[config.mk]
export PLATFORM = sky130hd
export DESIGN_NAME = axi_stream_remove_header
export DESIGN_NICKNAME = d
export VERILOG_FILES = /design/src/rtl/axi_stream_remove_header.sv
export SDC_FILE = /design/constraint.sdc
export NUM_CORES = 1
export LEC_CHECK = 0
export CAP_MARGIN = 20
export CORE_MARGIN = 5
export CORE_UTILIZATION = 35
export CTS_BUF_LIST = sky130_fd_sc_hd__clkbuf_2
export DETAILED_ROUTE_END_ITERATION = 16
export DONT_BUFFER_PORTS = 1
export PLACE_DENSITY = 0.58
export SETUP_SLACK_MARGIN = 0.02
export SLEW_MARGIN = 10
export SYNTH_ARGS = -nofsm -noshare
export SYNTH_HDL_FRONTEND = slang
export SYNTH_SLANG_ARGS = --single-unit
[constraint.sdc]
create_clock -name clk -period 2.7 [get_ports clk]
set_input_delay 0.27 -clock clk [delete_from_list [all_inputs] [get_ports clk]]
set_output_delay 0.27 -clock clk [all_outputs]
set_load 0.03 [all_outputs]
[src/rtl/axi_stream_remove_header.sv]
// Strips a k-byte header (k = byte_remove_cnt+1) off each packet and realigns the payload.
// One register stage on the payload path; header and payload channels stall independently.
module axi_stream_remove_header #(
  parameter int DATA_WD      = 32,
  parameter int DATA_BYTE_WD = DATA_WD / 8,
  parameter int BYTE_CNT_WD  = $clog2(DATA_BYTE_WD)
) (
  input  logic                    clk,
  input  logic                    rst,
  input  logic                    valid_in,
  output logic                    ready_in,
  input  logic [DATA_WD-1:0]      data_in,
  input  logic [DATA_BYTE_WD-1:0] keep_in,
  input  logic                    last_in,
  input  logic                    valid_remove,
  output logic                    ready_remove,
  input  logic [BYTE_CNT_WD-1:0]  byte_remove_cnt,
  output logic                    valid_out,
  input  logic                    ready_out,
  output logic [DATA_WD-1:0]      data_out,
  output logic [DATA_BYTE_WD-1:0] keep_out,
  output logic                    last_out,
  output logic                    valid_header,
  input  logic                    ready_header,
  output logic [DATA_WD-1:0]      data_header,
  output logic [DATA_BYTE_WD-1:0] keep_header
);

  typedef enum logic [1:0] {IDLE, FIRST, BODY, FLUSH} state_t;

  state_t                  state_q, state_d;
  logic [BYTE_CNT_WD:0]    k_q, k_d;
  logic [DATA_WD-1:0]      res_dat_q, res_dat_d;
  logic [DATA_BYTE_WD-1:0] res_keep_q, res_keep_d;
  logic                    out_vld_q, out_vld_d;
  logic [DATA_WD-1:0]      out_dat_q, out_dat_d;
  logic [DATA_BYTE_WD-1:0] out_keep_q, out_keep_d;
  logic                    out_last_q, out_last_d;
  logic                    hdr_vld_q, hdr_vld_d;
  logic [DATA_WD-1:0]      hdr_dat_q, hdr_dat_d;
  logic [DATA_BYTE_WD-1:0] hdr_keep_q, hdr_keep_d;

  logic [31:0]             k_bits, r_bytes, r_bits;
  logic [DATA_WD-1:0]      din_m;
  logic [DATA_BYTE_WD-1:0] keep_tail;
  logic                    in_hs, rm_hs, out_free;

  // r_* is the residual (non-header) part of a beat, in bytes and bits
  assign k_bits    = 32'(k_q) << 3;
  assign r_bytes   = 32'(DATA_BYTE_WD) - 32'(k_q);
  assign r_bits    = r_bytes << 3;
  assign keep_tail = keep_in << k_q;
  assign out_free  = !out_vld_q || ready_out;

  assign ready_remove = !rst && (state_q == IDLE);
  assign ready_in     = !rst && (((state_q == FIRST) && !hdr_vld_q) ||
                                 ((state_q == BODY) && out_free));
  assign in_hs        = valid_in && ready_in;
  assign rm_hs        = valid_remove && ready_remove;

  always_comb begin
    din_m = '0;
    for (int i = 0; i < DATA_BYTE_WD; i++) begin
      if (keep_in[i]) din_m[i*8 +: 8] = data_in[i*8 +: 8];
    end
  end

  always_comb begin
    state_d    = state_q;
    k_d        = k_q;
    res_dat_d  = res_dat_q;
    res_keep_d = res_keep_q;
    out_vld_d  = out_vld_q;
    out_dat_d  = out_dat_q;
    out_keep_d = out_keep_q;
    out_last_d = out_last_q;
    hdr_vld_d  = hdr_vld_q;
    hdr_dat_d  = hdr_dat_q;
    hdr_keep_d = hdr_keep_q;
    if (out_vld_q && ready_out) out_vld_d = 1'b0;
    if (hdr_vld_q && ready_header) hdr_vld_d = 1'b0;
    unique case (state_q)
      IDLE: begin
        if (rm_hs) begin
          k_d     = {1'b0, byte_remove_cnt} + {{BYTE_CNT_WD{1'b0}}, 1'b1};
          state_d = FIRST;
        end
      end
      FIRST: begin
        if (in_hs) begin
          hdr_vld_d  = 1'b1;
          hdr_dat_d  = din_m >> r_bits;
          hdr_keep_d = {DATA_BYTE_WD{1'b1}} >> r_bytes;
          res_dat_d  = din_m << k_bits;
          res_keep_d = keep_tail;
          state_d    = BODY;
        end
      end
      BODY: begin
        if (in_hs) begin
          out_vld_d  = 1'b1;
          out_dat_d  = res_dat_q | (din_m >> r_bits);
          out_keep_d = res_keep_q | (keep_in >> r_bytes);
          out_last_d = last_in && (keep_tail == '0);
          res_dat_d  = din_m << k_bits;
          res_keep_d = keep_tail;
          // bytes left over after the header-sized slice need one more beat
          if (last_in) state_d = (keep_tail != '0) ? FLUSH : IDLE;
        end
      end
      FLUSH: begin
        if (out_free) begin
          out_vld_d  = 1'b1;
          out_dat_d  = res_dat_q;
          out_keep_d = res_keep_q;
          out_last_d = 1'b1;
          res_dat_d  = '0;
          res_keep_d = '0;
          state_d    = IDLE;
        end
      end
      default: state_d = IDLE;
    endcase
  end

  always_ff @(posedge clk) begin
    if (rst) begin
      state_q    <= IDLE;
      k_q        <= '0;
      res_dat_q  <= '0;
      res_keep_q <= '0;
      out_vld_q  <= 1'b0;
      out_dat_q  <= '0;
      out_keep_q <= '0;
      out_last_q <= 1'b0;
      hdr_vld_q  <= 1'b0;
      hdr_dat_q  <= '0;
      hdr_keep_q <= '0;
    end else begin
      state_q    <= state_d;
      k_q        <= k_d;
      res_dat_q  <= res_dat_d;
      res_keep_q <= res_keep_d;
      out_vld_q  <= out_vld_d;
      out_dat_q  <= out_dat_d;
      out_keep_q <= out_keep_d;
      out_last_q <= out_last_d;
      hdr_vld_q  <= hdr_vld_d;
      hdr_dat_q  <= hdr_dat_d;
      hdr_keep_q <= hdr_keep_d;
    end
  end

  assign valid_out    = out_vld_q;
  assign data_out     = out_dat_q;
  assign keep_out     = out_keep_q;
  assign last_out     = out_last_q;
  assign valid_header = hdr_vld_q;
  assign data_header  = hdr_dat_q;
  assign keep_header  = hdr_keep_q;

endmodule

==> results.py <==
metrics = {
    "cells_and_area": {
        "regArea_sq_mm": 0.002323,
        "mostFrequentLayoutCell": "dfxtp_1",
        "fillers": 1636,
        "final_nets": 784,
        "drive_gt1_share_pct": 10.87,
        "layout_common_cells": "dfxtp_1, a21oi_1, nand2_1",
        "area_growth_pct": 19.03,
        "multi_input_area_sq_mm": 0.003020,
    },
    "placed_design": {
        "globalplace.congestion": 0.9821,
        "dp_hpwl_mm": 15.30,
        "io_buffers": 0,
    },
    "synthesis": {
        "yosys_most_used_dff": "dfxtp_1",
        "ys_types": 60,
        "synth.avg_cell_area_sq_um": 8.247,
        "synth_edf_count": 0,
        "ys_ff_latch": 116,
        "synthCells": 692,
        "synth_warnings": 0,
        "seq_area_frac_synth_pct": 40.69,
        "syn-cell-area_sq_mm": 0.005707,
        "ys_async_sr_fraction_pct": 0,
        "synth_fp_nets": 744,
    },
    "worst_hold_path": {
        "holdPathStages": 4,
        "hp-class": "primary input to flip-flop",
    },
    "clock_network": {
        "numCtsBuffers": 17,
        "clkLatencyLatePin_ns": 0.68,
        "clkTransAtPathRegs_ns": 0.19,
        "clockRootBuffer": "clkbuf_2",
        "clock_sinks": 116,
        "cts_tree": "yes",
        "cts_buffer_depth": 2,
        "cts-htree-levels": 4,
    },
    "sta": {
        "setup_tns_ns": 0,
        "tightest_slew_ns": 0.6071,
        "min_period_ns": 2.625,
        "hold_viol": 0,
        "slew_headroom_pct": 59.53,
        "fin_crit_sh_pct": 97.22,
        "fmax_mhz": 381.0,
        "grt_setup_unrepaired": "no",
        "slew_viol_final": 0,
        "finClkSkew_ns": 0.02026,
        "setup_viol_count_final": 0,
    },
    "detailed_routing": {
        "wl_mm": 22.34,
        "route.detailed.drc": 0,
        "drt_iter0_markers": 525,
        "top_layer_used": "met5",
        "vias": 5775,
        "drt-pass1-iter-count": 7,
        "drt-met1-wl_mm": 9.240,
        "wire_per_inst_um": 23.20,
        "ant_nets": 0,
        "via_per_inst": 5.997,
        "wl_met2_mm": 9.998,
        "met3_length_mm": 2.140,
    },
    "critical_path": {
        "required_ns": 3.28,
        "cp_max_fo": 36,
        "startpoint_type": "flip-flop",
        "max_stage_delay_ns": 0.65,
        "crit_path_end_kind": "flip-flop",
        "reg2regPathDepth": 7,
        "cp_cell_sequence": "buf_4 > nand2_4 > and3_4 > a221o_1 > dlygate4sd3_1 > a22oi_1 > nor2_1",
        "rrSetupSlack_ns": 0.08,
        "cp_slowest_cell": "dlygate4sd3_1",
        "cp_data_arrival_time_ns": 3.20,
        "criticalPathCategory": "flip-flop to flip-flop",
    },
    "die": {
        "dieArea_sq_mm": 0.01896,
        "die_w_um": 137.7,
        "initial_utilization_pct": 35.80,
        "ios": 122,
        "die_height_um": 137.7,
        "num_rows": 46,
        "coreArea_sq_mm": 0.01594,
    },
    "run": {
        "maxCapViolCount": 0,
    },
    "power_and_ir_drop": {
        "finalPower_w": 0.005305,
        "powerDensity_mw_per_mm2": 781.0,
        "vdd_drop_max_mv": 0.2836,
        "leakage_nw": 2.385,
    },
    "outcome": {
        "status": "finished clean",
    },
    "grt": {
        "grt_usage_pct": 23.50,
        "grt_overflow": 0,
        "grt_pass1_wl_mm": 33.47,
        "grt_pass1_vias": 5564,
        "antenna_found_initial": 3,
        "grt_max_degree": 112,
    },
}
-- sequential cells by signal, indices dropped and copies added, names as in the netlist --
register	flops
data_header	32
data_out	32
k_q	3
keep_header	4
keep_out	4
last_out	1
res_dat_q	32
res_keep_q	4
state_q	2
valid_header	1
valid_out	1
-- kinds of logic (layout without fill, tap and decap cells) --
family / after synthesis / after routing / share of synthesized area [%]
fa+ha+maj: 7 / 7 / 1.535
mux: 2 / 2 / 0.3508
xor+xnor: 1 / 1 / 0.1535
compound gates: 202 / 202 / 25.24
simple gates: 289 / 289 / 25.54
buf+inv: 75 / 128 / 6.490
flops: 116 / 116 / 40.69
other cells: 0 / 2 / 0
-- metal layers --
metal,track usage (%),vias up
met2,35.39,312
met4,12.18,2
met1,30.90,2777
met3,6.063,51
met5,0,-
li1,-,2633
-- where the power goes --
| group | switching, W | leakage (nW) | total (W) | internal [W] |
|---|---|---|---|---|
| clock | 0.000731 | 0.177 | 0.00144 | 0.000711 |
| combinational | 0.00112 | 1.27 | 0.00174 | 0.000621 |
| sequential | 0.000271 | 0.937 | 0.00212 | 0.00185 |
| total | 0.00212 | 2.38 | 0.00531 | 0.00318 |
-- stage by stage --
stage	std cells	hold slack, ns	util, %	cell area (sq um)	setup WS [ns]
after floorplan	692	0.4183	-	5707	0.5140
after global placement	875	0.3504	37.10	5914	0.3824
after detailed placement	875	0.3524	37.10	5914	0.3189
after CTS	961	0.001282	42.56	6785	0.04373
after global routing	963	0.003534	42.61	6793	0.02486
final	963	0.07345	42.61	6793	0.07513
-- worst max-delay path, delay by kind of cell (launching register included) --
kind	cells	cell delay (ns)
buffers and inverters	2	1.04
AOI/OAI and AO/OA	2	0.59
and+or+nand+nor	3	0.52
DFF	1	0.37
-- final cells by class --
| class | instances | area share (%) |
|---|---|---|
| multi-input combinational | 501 | 44.46 |
| sequential | 116 | 34.21 |
| timing repair buffer | 86 | 12.12 |
| tap | 216 | 3.979 |
| clock inverter | 15 | 3.352 |
| clock buffer | 17 | 1.253 |
| inverter | 10 | 0.5526 |
| antenna | 2 | 0.07368 |
-- Yosys cell counts, drive strengths merged, types with 3 or more instances --
master	n	area (sq um)
and3b	3	26.28
o311a	4	40.04
a22oi	39	292.8
nor2	51	191.4
nor3	57	295.3
and3	5	36.28
o2bb2ai	9	78.83
inv	9	33.78
o2111ai	4	35.03
nand2	63	244.0
dfxtp	116	2322
nand4	6	37.54
and2	5	31.28
a221oi	10	87.58
nand2b	8	50.05
a31oi	3	25.02
a211oi	21	157.7
a22o	4	35.03
nor2b	39	244.0
ha	7	87.58
a2bb2oi	3	26.28
buf	40	236.5
a21oi	65	336.6
a222oi	3	30.03
o32ai	3	26.28
o21ai	9	48.80
clkbuf	25	96.34
a221o	3	30.03
nand3	38	195.2
a32oi	8	70.07
nand3b	9	67.56
-- what timing repair did --
item | in CTS | in global routing
gates resized for setup | 0 | 2
endpoints found under the hold margin | 116 | 0
hold buffers | 54 | 0
setup endpoints to repair | 0 | 3
buffers inserted | 0 | 0
-- worst paths after layout --
path	from	end
worst max-delay path	k_q[1]	data_header[4]
worst min-delay path	data_in[18]	res_dat_q[26]
worst max register to register	k_q[1]	data_header[4]
worst min register to register	res_dat_q[31]	res_dat_q[31]
No activity file was read; power rests on OpenSTA's default activity.
